## src/rtl/gpr_exec_unit.sv

```systemverilog
// Execute core: GPR file, ALU with flags, iterative shift-add multiplier and SGPR.
// One instruction per valid/ready handshake; IDLE -> EXEC|MUL_RUN -> DONE -> IDLE.
module gpr_exec_unit #(
    parameter int DATA_W  = 16,
    parameter int REG_CNT = 32,
    parameter int MUL_EN  = 1
) (
    input  logic              clk,
    input  logic              rst_n,
    input  logic              in_valid,
    output logic              in_ready,
    input  logic [31:0]       instr,
    output logic              done,
    output logic              err,
    output logic [3:0]        flags,
    output logic [DATA_W-1:0] sgpr,
    input  logic              host_we,
    input  logic [4:0]        host_waddr,
    input  logic [DATA_W-1:0] host_wdata,
    input  logic [4:0]        dbg_raddr,
    output logic [DATA_W-1:0] dbg_rdata
);

    localparam logic [1:0] ST_IDLE    = 2'd0;
    localparam logic [1:0] ST_EXEC    = 2'd1;
    localparam logic [1:0] ST_MUL_RUN = 2'd2;
    localparam logic [1:0] ST_DONE    = 2'd3;

    localparam logic [4:0] OP_MOVSGPR = 5'd0;
    localparam logic [4:0] OP_MOV     = 5'd1;
    localparam logic [4:0] OP_ADD     = 5'd2;
    localparam logic [4:0] OP_SUB     = 5'd3;
    localparam logic [4:0] OP_MUL     = 5'd4;
    localparam logic [4:0] OP_OR      = 5'd5;
    localparam logic [4:0] OP_AND     = 5'd6;
    localparam logic [4:0] OP_XOR     = 5'd7;
    localparam logic [4:0] OP_XNOR    = 5'd8;
    localparam logic [4:0] OP_NAND    = 5'd9;
    localparam logic [4:0] OP_NOR     = 5'd10;
    localparam logic [4:0] OP_NOT     = 5'd11;

    logic [1:0]          state_reg;
    logic [31:0]         ir_reg;
    logic [DATA_W-1:0]   gpr_mem [REG_CNT];
    logic [DATA_W-1:0]   gpr_view [32];
    logic [DATA_W-1:0]   sgpr_reg;
    logic [3:0]          flags_reg;
    logic                done_reg;
    logic                err_reg;
    logic [5:0]          mul_cnt_reg;
    logic [2*DATA_W-1:0] mcand_reg;
    logic [DATA_W-1:0]   mplier_reg;
    logic [2*DATA_W-1:0] acc_reg;

    // Instruction fields come from the captured IR, never from the live instr bus.
    logic [4:0]        op_type;
    logic [4:0]        rdst;
    logic [4:0]        rsrc1;
    logic              imm_mode;
    logic [4:0]        rsrc2;
    logic [15:0]       isrc;
    logic [DATA_W-1:0] isrc_ext;
    logic [DATA_W-1:0] op_a;
    logic [DATA_W-1:0] op_b;
    logic              op_illegal;
    logic              in_is_mul;

    assign op_type  = ir_reg[31:27];
    assign rdst     = ir_reg[26:22];
    assign rsrc1    = ir_reg[21:17];
    assign imm_mode = ir_reg[16];
    assign rsrc2    = ir_reg[15:11];
    assign isrc     = ir_reg[15:0];

    generate
        if (DATA_W > 16) begin : g_isrc_zext
            assign isrc_ext = {{(DATA_W-16){1'b0}}, isrc};
        end else begin : g_isrc_trunc
            assign isrc_ext = isrc[DATA_W-1:0];
        end
    endgenerate

    assign op_a       = gpr_view[rsrc1];
    assign op_b       = imm_mode ? isrc_ext : gpr_view[rsrc2];
    assign op_illegal = (op_type > OP_NOT) || (op_type == OP_MUL && MUL_EN == 0);
    assign in_is_mul  = (instr[31:27] == OP_MUL) && (MUL_EN != 0);

    // ALU for the single-cycle opcodes
    logic [DATA_W-1:0] alu_res;
    logic              alu_wr;
    logic              alu_flags_wr;
    logic              alu_carry;
    logic              alu_ovf;

    always_comb begin
        alu_res      = '0;
        alu_wr       = 1'b0;
        alu_flags_wr = 1'b0;
        alu_carry    = 1'b0;
        alu_ovf      = 1'b0;
        case (op_type)
            OP_MOVSGPR: begin
                alu_res = sgpr_reg;
                alu_wr  = 1'b1;
            end
            OP_MOV: begin
                alu_res = op_b;
                alu_wr  = 1'b1;
            end
            OP_ADD: begin
                {alu_carry, alu_res} = {1'b0, op_a} + {1'b0, op_b};
                alu_ovf      = (op_a[DATA_W-1] == op_b[DATA_W-1]) && (alu_res[DATA_W-1] != op_a[DATA_W-1]);
                alu_wr       = 1'b1;
                alu_flags_wr = 1'b1;
            end
            OP_SUB: begin
                // Top bit of the widened difference is the unsigned borrow.
                {alu_carry, alu_res} = {1'b0, op_a} - {1'b0, op_b};
                alu_ovf      = (op_a[DATA_W-1] != op_b[DATA_W-1]) && (alu_res[DATA_W-1] != op_a[DATA_W-1]);
                alu_wr       = 1'b1;
                alu_flags_wr = 1'b1;
            end
            OP_OR, OP_AND, OP_XOR, OP_XNOR, OP_NAND, OP_NOR, OP_NOT: begin
                case (op_type)
                    OP_OR:   alu_res = op_a | op_b;
                    OP_AND:  alu_res = op_a & op_b;
                    OP_XOR:  alu_res = op_a ^ op_b;
                    OP_XNOR: alu_res = ~(op_a ^ op_b);
                    OP_NAND: alu_res = ~(op_a & op_b);
                    OP_NOR:  alu_res = ~(op_a | op_b);
                    default: alu_res = ~op_a;
                endcase
                alu_wr       = 1'b1;
                alu_flags_wr = 1'b1;
            end
            default: begin
                alu_wr = 1'b0;
            end
        endcase
    end

    // Shift-add multiplier; operands are pulled from the register file on iteration 0.
    logic                mul_first;
    logic                mul_last;
    logic [2*DATA_W-1:0] mcand_cur;
    logic [DATA_W-1:0]   mplier_cur;
    logic [2*DATA_W-1:0] acc_cur;
    logic [2*DATA_W-1:0] acc_sum;

    assign mul_first  = (mul_cnt_reg == 6'd0);
    assign mul_last   = (mul_cnt_reg == 6'(DATA_W-1));
    assign mcand_cur  = mul_first ? {{DATA_W{1'b0}}, op_a} : mcand_reg;
    assign mplier_cur = mul_first ? op_b : mplier_reg;
    assign acc_cur    = mul_first ? '0 : acc_reg;
    assign acc_sum    = acc_cur + (mplier_cur[0] ? mcand_cur : '0);

    // Register file write ports: core in EXEC/MUL_RUN, host only in IDLE, so never both.
    logic              core_we;
    logic [DATA_W-1:0] core_wdata;
    logic              host_wr;
    logic [REG_CNT-1:0] core_sel;
    logic [REG_CNT-1:0] host_sel;

    assign core_we    = (state_reg == ST_EXEC && alu_wr && !op_illegal)
                     || (state_reg == ST_MUL_RUN && mul_last);
    assign core_wdata = (state_reg == ST_MUL_RUN) ? acc_sum[DATA_W-1:0] : alu_res;
    assign host_wr    = (state_reg == ST_IDLE) && host_we;

    genvar gi;
    generate
        for (gi = 0; gi < REG_CNT; gi++) begin : g_wsel
            assign core_sel[gi] = core_we && (rdst == 5'(gi));
            assign host_sel[gi] = host_wr && (host_waddr == 5'(gi));
        end
        for (gi = 0; gi < 32; gi++) begin : g_view
            if (gi < REG_CNT) begin : g_impl
                assign gpr_view[gi] = gpr_mem[gi];
            end else begin : g_absent
                assign gpr_view[gi] = '0;
            end
        end
    endgenerate

    always_ff @(posedge clk or negedge rst_n) begin
        if (!rst_n) begin
            for (int i = 0; i < REG_CNT; i++) begin
                gpr_mem[i] <= '0;
            end
        end else begin
            for (int i = 0; i < REG_CNT; i++) begin
                if (core_sel[i]) begin
                    gpr_mem[i] <= core_wdata;
                end else if (host_sel[i]) begin
                    gpr_mem[i] <= host_wdata;
                end
            end
        end
    end

    always_ff @(posedge clk or negedge rst_n) begin
        if (!rst_n) begin
            sgpr_reg  <= '0;
            flags_reg <= '0;
        end else if (state_reg == ST_EXEC && alu_flags_wr && !op_illegal) begin
            flags_reg <= {alu_res[DATA_W-1], (alu_res == '0), alu_carry, alu_ovf};
        end else if (state_reg == ST_MUL_RUN && mul_last) begin
            sgpr_reg  <= acc_sum[2*DATA_W-1:DATA_W];
            flags_reg <= {acc_sum[2*DATA_W-1], (acc_sum == '0), 1'b0,
                          (acc_sum[2*DATA_W-1:DATA_W] != '0)};
        end
    end

    always_ff @(posedge clk or negedge rst_n) begin
        if (!rst_n) begin
            state_reg   <= ST_IDLE;
            ir_reg      <= '0;
            done_reg    <= 1'b0;
            err_reg     <= 1'b0;
            mul_cnt_reg <= '0;
            mcand_reg   <= '0;
            mplier_reg  <= '0;
            acc_reg     <= '0;
        end else begin
            done_reg <= 1'b0;
            err_reg  <= 1'b0;
            case (state_reg)
                ST_IDLE: begin
                    if (in_valid) begin
                        ir_reg      <= instr;
                        mul_cnt_reg <= '0;
                        state_reg   <= in_is_mul ? ST_MUL_RUN : ST_EXEC;
                    end
                end
                ST_EXEC: begin
                    done_reg  <= 1'b1;
                    err_reg   <= op_illegal;
                    state_reg <= ST_DONE;
                end
                ST_MUL_RUN: begin
                    mcand_reg   <= mcand_cur << 1;
                    mplier_reg  <= mplier_cur >> 1;
                    acc_reg     <= acc_sum;
                    mul_cnt_reg <= mul_cnt_reg + 6'd1;
                    if (mul_last) begin
                        done_reg  <= 1'b1;
                        state_reg <= ST_DONE;
                    end
                end
                default: begin
                    state_reg <= ST_IDLE;
                end
            endcase
        end
    end

    assign in_ready  = (state_reg == ST_IDLE);
    assign done      = done_reg;
    assign err       = err_reg;
    assign flags     = flags_reg;
    assign sgpr      = sgpr_reg;
    assign dbg_rdata = gpr_view[dbg_raddr];

endmodule

```

## config.mk

```make
export PLATFORM = sky130hd
export DESIGN_NAME = gpr_exec_unit
export DESIGN_NICKNAME = d
export VERILOG_FILES = /design/src/rtl/gpr_exec_unit.sv
export SDC_FILE = /design/constraint.sdc
export NUM_CORES = 2
export LEC_CHECK = 0
export ABC_CLOCK_PERIOD_IN_PS = 7030
export CAP_MARGIN = 15
export CELL_PAD_IN_SITES_DETAIL_PLACEMENT = 0
export CELL_PAD_IN_SITES_GLOBAL_PLACEMENT = 1
export CORE_UTILIZATION = 37
export CTS_BUF_LIST = sky130_fd_sc_hd__clkbuf_16
export DETAILED_ROUTE_END_ITERATION = 8
export GPL_TIMING_DRIVEN = 0
export PLACE_DENSITY = 0.71
export SLEW_MARGIN = 20
export SYNTH_ARGS = -nofsm -noshare
export SYNTH_HDL_FRONTEND = slang
export SYNTH_SLANG_ARGS = --single-unit
export TNS_END_PERCENT = 50
```

## constraint.sdc

```tcl
create_clock -name clk -period 7.03 [get_ports clk]
set_input_delay 1.0545 -clock clk [delete_from_list [all_inputs] [get_ports clk]]
set_output_delay 1.0545 -clock clk [all_outputs]
set_load 0.03 [all_outputs]
```

==> results.cfg <==
[placed_design]
dp_hpwl_mm = 171
place_area_mm2 = 0.0515
placedCellCount = 6457
io_buffers = 92
place_congestion = 1.01
pre_cts_ws_ns = -2.47

[floorplanning]
die_w_um = 362
die_area_mm2 = 0.131
design.core.area_mm2 = 0.128
initial_core_util_pct = 37.5
num_rows = 131
ioPinCount = 101
die_h_um = 362

[finish]
layout.area.seq_mm2 = 0.0163
layout.nets = 4988
fill_cells = 12300
design_area_mm2 = 0.0552
largest_reg_flops = 512
area_delta_synth_final_pct = 15.2
multi_input_area_mm2 = 0.0299
instances_no_fill = 6639
drive_gt1_share_pct = 21.2

[sta]
finClkSkew_ns = 0.0643
tightest_slew_ns = 1.33
fin_tns_setup_ns = -0.202
period_needed_ns = 7.07
fmax_mhz = 142
layout_setup_ws_ns = -0.0367
drv_slew = 0
hold_viol_final = 0
finalCritPeriodShare_pct = 101
maxSlewHeadroom_pct = 11.4
setup_viol = 10

[synth]
ys_ff_latch = 652
synth_area_leaders = dfrtp_1 (34%), mux4_2 (18%), mux2i_1 (10%)
synth_commonest_cells = dfrtp_1 (652), nor2_1 (524), mux2i_1 (490)
synth_top_area_cell = dfrtp_1
synthArstFlopShare_pct = 100
syn_nets = 4766
yosysTopAreaCellShare_pct = 34.0
synth-main-ff-cell = dfrtp_1
synth_cells = 4619
yosysMostFrequentCell = dfrtp_1
synth-edff-count = 0
yosys_warnings = 0
ys_seq_area_share_pct = 34.0
netlist_area_mm2 = 0.0480
avgSynthCellArea_um2 = 10.4
synth.distinct_cells = 85

[worst_setup_path]
path_common_cell = a21oi_1
cp-start-kind = flop
cp_max_fo = 19
crit_arrival_ns = 7.67
crit_type = flop to flop
cpPeakStageDelay_ns = 0.49
cpMaxStageDelayCell = mux4_2
reg2reg_depth = 22
end_kind = flop
path_cells = buf_2 > buf_8 > buf_4 > clkbuf_2 > mux4_2 > mux4_2 > mux2i_2 > o21ai_2 > inv_1 > ha_1 > clkbuf_1 > a21oi_1 > nor2_1 > a21oi_1 > nor3b_1 > a211oi_1 > o21a_1 > o31ai_4 > mux2_4 > buf_2 > nor2_1 > a21oi_1
worstPathRequired_ns = 7.64

[clocking]
clkTransAtPathRegs_ns = 0.06
cts_made_buffers = 82
max-clock-path-buffers = 3
insertion_delay_ns = 0.73
clockRootBuffer = clkbuf_16
postCtsHoldBufs = 0
cts_tree = built
cts_num_sinks = 652
cts_max_level = 3

[global_route]
grt_usage_pct = 33.3
grt_pass1_vias = 40600
grt_pass1_wl_mm = 309
gr-total-overflow = 0
antenna_found_initial = 10
grt_max_degree = 93

[run_status]
violations = setup timing
outcome = complete, but fails checks

[worst_hold_path]
hp-class = input port to async pin

[routing]
vias = 42100
routed_wl_mm = 220
detail-route-antenna-nets = 0
drtPass1Iterations = 8
remaining_drc_errors = 0
drtIter0Drc = 5776
viasPerCell = 6.34
wl_per_cell_um = 33.2

[run]
maxCapViolations = 0
-- placed cells by master (no fill, tap or decap), drive strengths merged, types with 40 or more instances in the layout --
cell,n
dfrtp,652
nor2,524
mux2i,491
a21oi,455
clkbuf,411
mux4,407
nand2,338
mux2,258
o21ai,257
buf,164
clkdlybuf4s50,91
inv,87
ha,83
nand3,52
clkinv,41
a22oi,40
-- per-stage QoR --
step	hold WS (ns)	util (%)
2_1_floorplan	0.442	-
5_1_grt	0.206	43.1
6_report	0.217	43.2
4_1_cts	0.198	42.9
3_5_place_dp	0.467	40.2
3_3_place_gp	0.454	39.9
-- worst max-delay path: cells and delay by family (launching register included) --
kind	cells	cell delay (ns)
buffers and inverters	7	2.23
AND/OR/NAND/NOR	3	0.49
multiplexers	4	1.72
flip-flops	1	0.36
adder cells (fa/ha/maj)	1	0.23
AO/OA/AOI/OAI	7	1.83
-- cell type report --
class | instances | area share, %
Clock buffer | 83 | 3.76
Antenna cell | 3 | 0.0136
Inverter | 73 | 0.496
Multi-Input combinational cell | 3449 | 54.2
Sequential cell | 652 | 29.5
Timing Repair Buffer | 149 | 2.91
Buffer | 434 | 4.09
Clock inverter | 67 | 1.08
Tap cell | 1729 | 3.92
-- path summary, 6_finish.rpt --
path,from,end,slack [ns]
setup / recovery,ir_reg[12],gpr_mem[443],-0.04
max in group asynchronous,rst_n,gpr_mem[114],4.87
min in group clk,acc_reg[9],acc_reg[9],0.48
hold reg to reg,acc_reg[9],acc_reg[9],0.48
hold / removal,rst_n,mul_cnt_reg[4],0.22
setup reg to reg,ir_reg[12],gpr_mem[443],-0.04
-- timing repair --
action | CTS | global route
resized for setup | 151 | 68
gates cloned | 0 | 0
pin swaps | 14 | 12
setup buffers | 35 | 5
endpoints found under the setup margin | 536 | 288
-- per-layer routing --
layer	part of all wire, %	routed length (um)	GRT usage [%]
met5	0.034	75	0
met4	5.9	13000	17.3
met3	11	24600	9.70
met2	44	97600	50.4
met1	39	85100	43.1
-- cells by family after synthesis --
group	count (synthesis)	share of synthesized area (%)
compound gates	1006	12.3
xor+xnor	36	0.657
fa+ha+maj	85	2.25
buf+inv	518	4.51
flops	652	34.0
mux	1156	35.6
simple gates	1166	10.7
Power is not shown: default switching activity piles up to over one toggle a cycle in this logic, so the estimate is an artifact.
